--- config.mk ---
export PLATFORM = sky130hd
export DESIGN_NAME = sweep_controller
export DESIGN_NICKNAME = d
export VERILOG_FILES = /design/src/rtl/sweep_pkg.sv /design/src/rtl/sweep_watchdog.sv /design/src/rtl/sweep_controller.sv
export SDC_FILE = /design/constraint.sdc
export NUM_CORES = 1
export LEC_CHECK = 0
export CORE_UTILIZATION = 39
export CTS_CLUSTER_DIAMETER = 100
export DETAILED_ROUTE_END_ITERATION = 6
export GPL_ROUTABILITY_DRIVEN = 0
export PLACE_DENSITY = 0.67
export SYNTH_ARGS = -nofsm -noshare
export SYNTH_HDL_FRONTEND = slang
export SYNTH_SLANG_ARGS = --single-unit
--- constraint.sdc ---
create_clock -name CLK -period 1.9 [get_ports CLK]
set_clock_uncertainty 0.05 [all_clocks]
set_input_delay 0.57 -clock CLK [delete_from_list [all_inputs] [get_ports CLK]]
set_output_delay 0.57 -clock CLK [all_outputs]
set_load 0.05 [all_outputs]
--- src/rtl/sweep_pkg.sv ---
// Shared types and defaults for the up/down sweep controller.
// Imported by the controller and its watchdog.
package sweep_pkg;

    localparam int WIDTH_DEF = 5;
    localparam int CYC_W_DEF = 4;

    typedef enum logic [2:0] {
        IDLE   = 3'd0,
        LOAD   = 3'd1,
        RISE   = 3'd2,
        FALL   = 3'd3,
        FINISH = 3'd4
    } state_e;

    typedef struct packed {
        logic load;
        logic up;
        logic down;
        logic busy;
        logic done;
    } drive_t;

    function automatic logic is_sweep(input state_e s);
        return (s == RISE) || (s == FALL);
    endfunction

    function automatic drive_t drive_of(input state_e s);
        drive_t d;
        d = '0;
        unique case (s)
            LOAD:    begin d.load = 1'b1; d.busy = 1'b1; end
            RISE:    begin d.up   = 1'b1; d.busy = 1'b1; end
            FALL:    begin d.down = 1'b1; d.busy = 1'b1; end
            FINISH:  begin d.done = 1'b1; d.busy = 1'b1; end
            default: d = '0;
        endcase
        return d;
    endfunction

endpackage

--- src/rtl/sweep_watchdog.sv ---
// Cycle counter bounding how long one RISE or FALL phase may wait for its flag.
// timeout_o fires during the last permitted cycle of a phase.
module sweep_watchdog
    import sweep_pkg::*;
#(
    parameter int WIDTH = WIDTH_DEF
) (
    input  logic clk_i,
    input  logic rst_i,
    input  logic clear_i,
    input  logic enable_i,
    output logic timeout_o
);

    localparam int CW = WIDTH + 2;
    // A full sweep needs 2^WIDTH steps; two spare cycles cover flag latency.
    localparam logic [CW-1:0] LAST = CW'((1 << WIDTH) + 1);

    logic [CW-1:0] cnt_q;
    logic [CW-1:0] cnt_d;

    assign timeout_o = enable_i && (cnt_q == LAST);

    always_comb begin
        cnt_d = cnt_q;
        if (clear_i) begin
            cnt_d = '0;
        end else if (enable_i && !timeout_o) begin
            cnt_d = cnt_q + 1'b1;
        end
    end

    always_ff @(posedge clk_i or posedge rst_i) begin
        if (rst_i) begin
            cnt_q <= '0;
        end else begin
            cnt_q <= cnt_d;
        end
    end

endmodule

--- src/rtl/sweep_controller.sv ---
// Drives an external saturating up/down counter through repeated full sweeps.
// All outputs are registered and decoded from the next state.
module sweep_controller
    import sweep_pkg::*;
#(
    parameter int WIDTH = WIDTH_DEF,
    parameter int CYC_W = CYC_W_DEF
) (
    input  logic             CLK,
    input  logic             RST,
    input  logic             Start,
    input  logic             Stop,
    input  logic [WIDTH-1:0] Seed,
    input  logic [CYC_W-1:0] Cycles,
    input  logic [WIDTH-1:0] Counter,
    input  logic             High,
    input  logic             Low,
    output logic [WIDTH-1:0] IN,
    output logic             Load,
    output logic             Up,
    output logic             Down,
    output logic             Busy,
    output logic             Done,
    output logic             Err,
    output logic [CYC_W-1:0] Sweep_Cnt
);

    state_e           state_q, state_d;
    logic [WIDTH-1:0] seed_q, seed_d;
    logic [CYC_W-1:0] cyc_q, cyc_d;
    logic [CYC_W-1:0] cnt_q, cnt_d;
    logic             err_q, err_d;

    logic [WIDTH-1:0] in_q, in_d;
    drive_t           drv_q, drv_d;

    logic wd_clear;
    logic wd_enable;
    logic wd_timeout;

    // Control decisions use only the flags; the raw value is not needed.
    logic unused_counter;
    assign unused_counter = ^Counter;

    assign wd_enable = is_sweep(state_q);
    assign wd_clear  = (state_d == LOAD)
                    || (is_sweep(state_q) && (state_d != state_q));

    sweep_watchdog #(
        .WIDTH (WIDTH)
    ) u_watchdog (
        .clk_i     (CLK),
        .rst_i     (RST),
        .clear_i   (wd_clear),
        .enable_i  (wd_enable),
        .timeout_o (wd_timeout)
    );

    always_ff @(posedge CLK or posedge RST) begin
        if (RST) begin
            state_q <= IDLE;
            seed_q  <= '0;
            cyc_q   <= '0;
            cnt_q   <= '0;
            err_q   <= 1'b0;
            in_q    <= '0;
            drv_q   <= '0;
        end else begin
            state_q <= state_d;
            seed_q  <= seed_d;
            cyc_q   <= cyc_d;
            cnt_q   <= cnt_d;
            err_q   <= err_d;
            in_q    <= in_d;
            drv_q   <= drv_d;
        end
    end

    always_comb begin
        state_d = state_q;
        seed_d  = seed_q;
        cyc_d   = cyc_q;
        cnt_d   = cnt_q;
        err_d   = err_q;
        unique case (state_q)
            IDLE: begin
                if (Start) begin
                    seed_d  = Seed;
                    cyc_d   = Cycles;
                    cnt_d   = '0;
                    err_d   = 1'b0;
                    state_d = LOAD;
                end
            end
            LOAD: begin
                state_d = Stop ? FINISH : RISE;
            end
            RISE: begin
                if (Stop) begin
                    state_d = FINISH;
                end else if (High) begin
                    state_d = FALL;
                end else if (wd_timeout) begin
                    err_d   = 1'b1;
                    state_d = FINISH;
                end
            end
            FALL: begin
                if (Stop) begin
                    state_d = FINISH;
                end else if (Low) begin
                    cnt_d = cnt_q + 1'b1;
                    // Cycles of zero never matches, so the count wraps freely.
                    if ((cyc_q != '0) && (cnt_d == cyc_q)) begin
                        state_d = FINISH;
                    end else begin
                        state_d = RISE;
                    end
                end else if (wd_timeout) begin
                    err_d   = 1'b1;
                    state_d = FINISH;
                end
            end
            FINISH: begin
                state_d = IDLE;
            end
            default: begin
                state_d = IDLE;
            end
        endcase
    end

    always_comb begin
        drv_d = drive_of(state_d);
        in_d  = '0;
        if (state_d == LOAD) begin
            in_d = seed_d;
        end
    end

    assign IN        = in_q;
    assign Load      = drv_q.load;
    assign Up        = drv_q.up;
    assign Down      = drv_q.down;
    assign Busy      = drv_q.busy;
    assign Done      = drv_q.done;
    assign Err       = err_q;
    assign Sweep_Cnt = cnt_q;

endmodule

Word level (Yosys, flattened, before mapping)
Cells that the tools add are included.
Widths: inputs -> output; s select.
{ "op_classes": {"eq_ne": 16, "n_mux": 30, "reduce_logical": 16, "add_sub_neg": 2} }
{ "ops": {"columns": ["op", "n"], "rows": [
  ["$mux 3", 8],
  ["$mux 5", 3],
  ["$mux 7", 2],
  ["$eq 3x2->1 const B", 4],
  ["$mux 4", 3],
  ["$ne 2x2->1 const B", 6],
  ["$pmux 3 s4", 1],
  ["$mux 1", 11],
  ["$pmux 4 s2", 1],
  ["$add 7x1->7 const B", 1],
  ["$eq 7x6->1 const B", 1],
  ["$eq 3x1->1 const B", 2],
  ["$reduce_and 6->1", 1],
  ["$add 4x1->4 const B", 1],
  ["$eq 4x4->1", 1],
  ["$logic_and 1x1->1", 4],
  ["$reduce_and 4->1", 1],
  ["$reduce_bool 2->1", 2],
  ["$reduce_bool 4->1", 1],
  ["$reduce_or 4->1", 1],
  ["$eq 3x3->1 const B", 1],
  ["$logic_not 3->1", 1],
  ["$ne 3x3->1", 1],
  ["$pmux 1 s3", 1],
  ["4 further kinds", 5]
]} }
{ "totals": {"word_cells": 76, "ff_bits": 34, "input_bits": 20, "out_inout_bits": 15} }

Logic depth before layout (Yosys ltp)
Gate-level depths: netlist of the first run.
{ "depth": {"depth_word": 11, "mapped_depth": 7, "mapped_depth_nobuf": 7} }

Hierarchy
Synthesis of the first run repeated with hierarchy kept, for this count alone.
{ "unflattened": {"hier_cells": 153, "hier_area_um2": 1481.4} }
{ "modules_own_cells": {"columns": ["mod", "instances", "area_each_um2", "cells_each"], "rows": [
  ["sweep_controller", 1, 1066.0, 106],
  ["sweep_watchdog", 1, 415.4, 47]
]} }

Least setup slack after synthesis of the first run
Ideal clock, no wire load.
{ "synth_path": {"kind": "register to register", "startpoint": "register cnt_q[0] (netlist: Sweep_Cnt[0])", "endpoint": "register drv_q, in the netlist Busy", "n_path_buf": 0, "required_time_ns": 1.723, "setup_ns": 0.127, "setup_slack_ns": -0.112, "stages_incl_launch_ff": 6, "period_less_slack_ns": 2.012, "arrival_time_ns": 1.835, "path_cell_list": "dfrtp_1 > nor2b_1 > or3b_1 > a311oi_1 > a2111oi_2 > nand3b_1"} }
{ "synth_rtl": {"columns": ["element", "line", "text"], "rows": [
  ["start: declaration", "sweep_controller.sv:31", "logic [CYC_W-1:0] cnt_q, cnt_d;"],
  ["start signal: assignment", "sweep_controller.sv:72", "cnt_q <= cnt_d;"],
  ["end signal: assignment", "sweep_controller.sv:75", "drv_q <= drv_d;"],
  ["end: declaration", "sweep_controller.sv:35", "drive_t drv_q, drv_d;"]
]} }

==> flow_summary.json, run 1 <==
{
  "clkTransAtPathRegs_ns": 0.06,
  "rsz0062_at_grt": "true",
  "synth_seq_cells": 29,
  "dp_hpwl_um": 2466,
  "grt_pass1_wl_um": 5906,
  "num_vias": 1289,
  "crit_path_end_kind": "flip-flop",
  "cts_buffers": 5,
  "period_share": 0.9971,
  "fin_crit_ns": 1.895,
  "cp.depth": 5,
  "post_drt_wl_per_cell_um": 13.69,
  "drive_gt1_frac": 0.3561,
  "netSwitchingFraction": 0.4025,
  "grt_max_degree": 30,
  "setup_ws_ns": 0.005418,
  "required_ns": 2.01,
  "yosys_warnings": 0,
  "start_kind": "flip-flop",
  "fmax_mhz": 527.8,
  "ys_seq_area_frac": 0.4858,
  "clk_latency_ns": 0.28,
  "synth.most_common_cell": "dfrtp_1",
  "holdWs_ns": 0.4809,
  "synth-edff-count": 0,
  "final_net_count": 227,
  "worst-path-buf-inv": 0,
  "p_leak_nw": 0.9991,
  "seq_power_share": 0.302,
  "synth-async-reset-ratio": 1.000,
  "clockPowerShare": 0.186,
  "path_cells": "or4b_4 -> o31a_1 -> mux2i_2 -> a2111oi_4 -> nand3b_1",
  "placed_area_mm2": 0.002034,
  "fillers": 281,
  "cpMaxStageDelayCell": "or4b_4",
  "synth_top_area_cell": "dfrtp_1",
  "final_area_mm2": 0.002251,
  "syn_to_final_growth_pct": 50.67,
  "cts_tree": "built",
  "io_pins": 35,
  "slowest_delay_ns": 0.59,
  "ir_drop_mv": 0.4419,
  "root_buffer": "clkbuf_8",
  "syn_nets": 165,
  "core-area_mm2": 0.003661,
  "status": "complete, no violations",
  "synth_ff_type": "dfrtp_1",
  "synth_area_leaders": "dfrtp_1, nor2_1, nand2_1",
  "slew_headroom": 0.7588,
  "critPathKind": "reg -> reg",
  "min_path_cells": 1,
  "setup_viol": 0,
  "internal-power_mw": 1.803,
  "postRouteWirelength_um": 3463,
  "reg2regPathDepth": 5,
  "postCtsHoldBufs": 0,
  "die_h_um": 63.89,
  "die_area_mm2": 0.004082,
  "antennaDiodeCount": 0,
  "vias_per_cell": 5.095,
  "h-tree-depth": 2,
  "dr.first_iter.drc_count": 52,
  "arrival_ns": 2.01,
  "hold_class": "reg -> reg",
  "firstDrtPassIters": 5,
  "synth_cell_types": 43,
  "start_util": 0.4081,
  "hold_violations": 0,
  "slew_violations": 0,
  "grt.total_usage": 0.1935,
  "p_switching_mw": 1.215,
  "synth_area_mm2": 0.001494,
  "path_delay_family": "simple AND/OR/NAND/NOR gates",
  "synth_cells": 142,
  "route.detailed.drc": 0,
  "reg2reg_slack_ns": 0.005,
  "portBuffers": 29,
  "synth_top_area_share": 0.4858,
  "clock_path_buffers": 2,
  "p_comb_frac": 0.512,
  "grt_pass1_vias": 1308,
  "rows": 22,
  "cap_violations": 0,
  "synth.avg_cell_area_um2": 10.52,
  "crit_path_max_fanout": 4,
  "antenna_left": 0,
  "antenna_found_initial": 0,
  "overflow": 0,
  "pre_cts_ws_ns": -0.4058,
  "tightest_slew_ns": 0.3618,
  "ys_top_cells_by_count": "dfrtp_1, nor2_1, nand2_1, a21oi_1, and2_1",
  "power_per_cell_area_mw_per_mm2": 1341,
  "clock_sinks": 29,
  "die_w_um": 63.89
}
==> layout make-up <==
class | count | area (µm²) | share of cell area
clock buffers | 7 | 96.34 | 0.04280
clock inverters | 1 | 5.005 | 0.002223
inverters | 6 | 22.52 | 0.01001
multi-input cells | 103 | 803.3 | 0.3569
flip-flops and latches | 29 | 730.7 | 0.3246
well taps | 48 | 60.06 | 0.02668
repair buffers | 59 | 533.0 | 0.2368
==> metrics by stage <==
step                      power, mW  instances  utilization  setup TNS, ns
after detailed placement      2.293        240       0.5557         -5.348
after global routing          3.201        253       0.6148        -0.5777
after global placement        2.270        240       0.5557         -5.035
final                         3.018        253       0.6148              0
after CTS                     2.894        248       0.5902     -0.0003533
after floorplan               1.788        142            -              0
==> placed cells by master (no fill, tap or decap), types with 2 or more instances in the layout <==
cell type / instances
xnor2_1: 5
inv_1: 6
buf_12: 4
dlygate4sd2_1: 2
or3_1: 2
a21oi_1: 6
nand3_1: 4
buf_6: 2
nor3_1: 2
mux2_1: 4
o21ai_1: 3
and2_1: 7
nand2b_1: 4
nor2b_1: 2
buf_4: 39
nand2_1: 13
o21ai_0: 2
ha_1: 2
nor2_1: 14
clkdlybuf4s50_1: 12
dfrtp_1: 25
dfrtp_2: 4
clkbuf_8: 7
nand3b_1: 3
==> power groups by stage <==
stage / clock, mW / combinational (mW) / sequential, mW
3_5_place_dp: 0 / 1.39 / 0.907
3_3_place_gp: 0 / 1.37 / 0.903
4_1_cts: 0.563 / 1.43 / 0.900
6_report: 0.560 / 1.54 / 0.913
5_1_grt: 0.596 / 1.67 / 0.936
2_1_floorplan: 0 / 0.641 / 1.15
==> worst register-to-register path, cell delays in order, from the launching register on <==
cell and delay, ns:
dfrtp_1 0.38, or4b_4 0.59, o31a_1 0.27, mux2i_2 0.20, a2111oi_4 0.12, nand3b_1 0.17
==> flip-flops by register name, indices dropped and copies added, names as in the netlist <==
signal / cells
Up: 1
Err: 1
Sweep_Cnt: 4
IN: 5
Done: 1
Down: 1
cyc_q: 4
u_watchdog.cnt_q: 7
Busy: 1
Load: 1
state_q: 3
==> path summary, 6_finish.rpt <==
path / startpoint / end
min reg2reg: cyc_q[2] / cyc_q[2]
max: u_watchdog.cnt_q[3] / Busy
max in group asynchronous: RST / Sweep_Cnt[1]
min: cyc_q[2] / cyc_q[2]
min in group asynchronous: RST / u_watchdog.cnt_q[2]
max reg2reg: u_watchdog.cnt_q[3] / Busy
==> kinds of logic (layout without fill, tap and decap cells) <==
| logic type | after synthesis | after routing | share of synthesized area |
|---|---|---|---|
| and+or+nand+nor | 62 | 62 | 0.2387 |
| DFF | 29 | 29 | 0.4858 |
| AOI/OAI and AO/OA | 26 | 26 | 0.1382 |
| xor gates and xnor gates | 7 | 7 | 0.05025 |
| buffers and inverters | 10 | 73 | 0.02512 |
| adders and majority gates | 3 | 3 | 0.02513 |
| muxes | 5 | 5 | 0.03685 |
==> routing by layer <==
| layer | vias to the layer above | part of all wire | global-route usage |
|---|---|---|---|
| met1 | 622 | 0.43 | 0.2254 |
| met5 | - | 0 | 0 |
| met4 | 0 | 0.023 | 0.09659 |
| met2 | 36 | 0.49 | 0.3178 |
| li1 | 620 | - | - |
| met3 | 11 | 0.052 | 0.06250 |
==> what timing repair did <==
| action | in CTS | in global routing |
|---|---|---|
| cloned | 0 | 0 |
| setup endpoints to repair | 10 | 12 |
| buffers inserted | 0 | 5 |
| gates resized for setup | 8 | 8 |
| pin swaps | 5 | 3 |
(Power assumes the default switching activity.)
==> run 2: changes to the inputs <==
- HOLD_SLACK_MARGIN: default -> 0.15
==> results of run 2 <==
No change in the layout: final DEF, timing and power equal those of run 1.
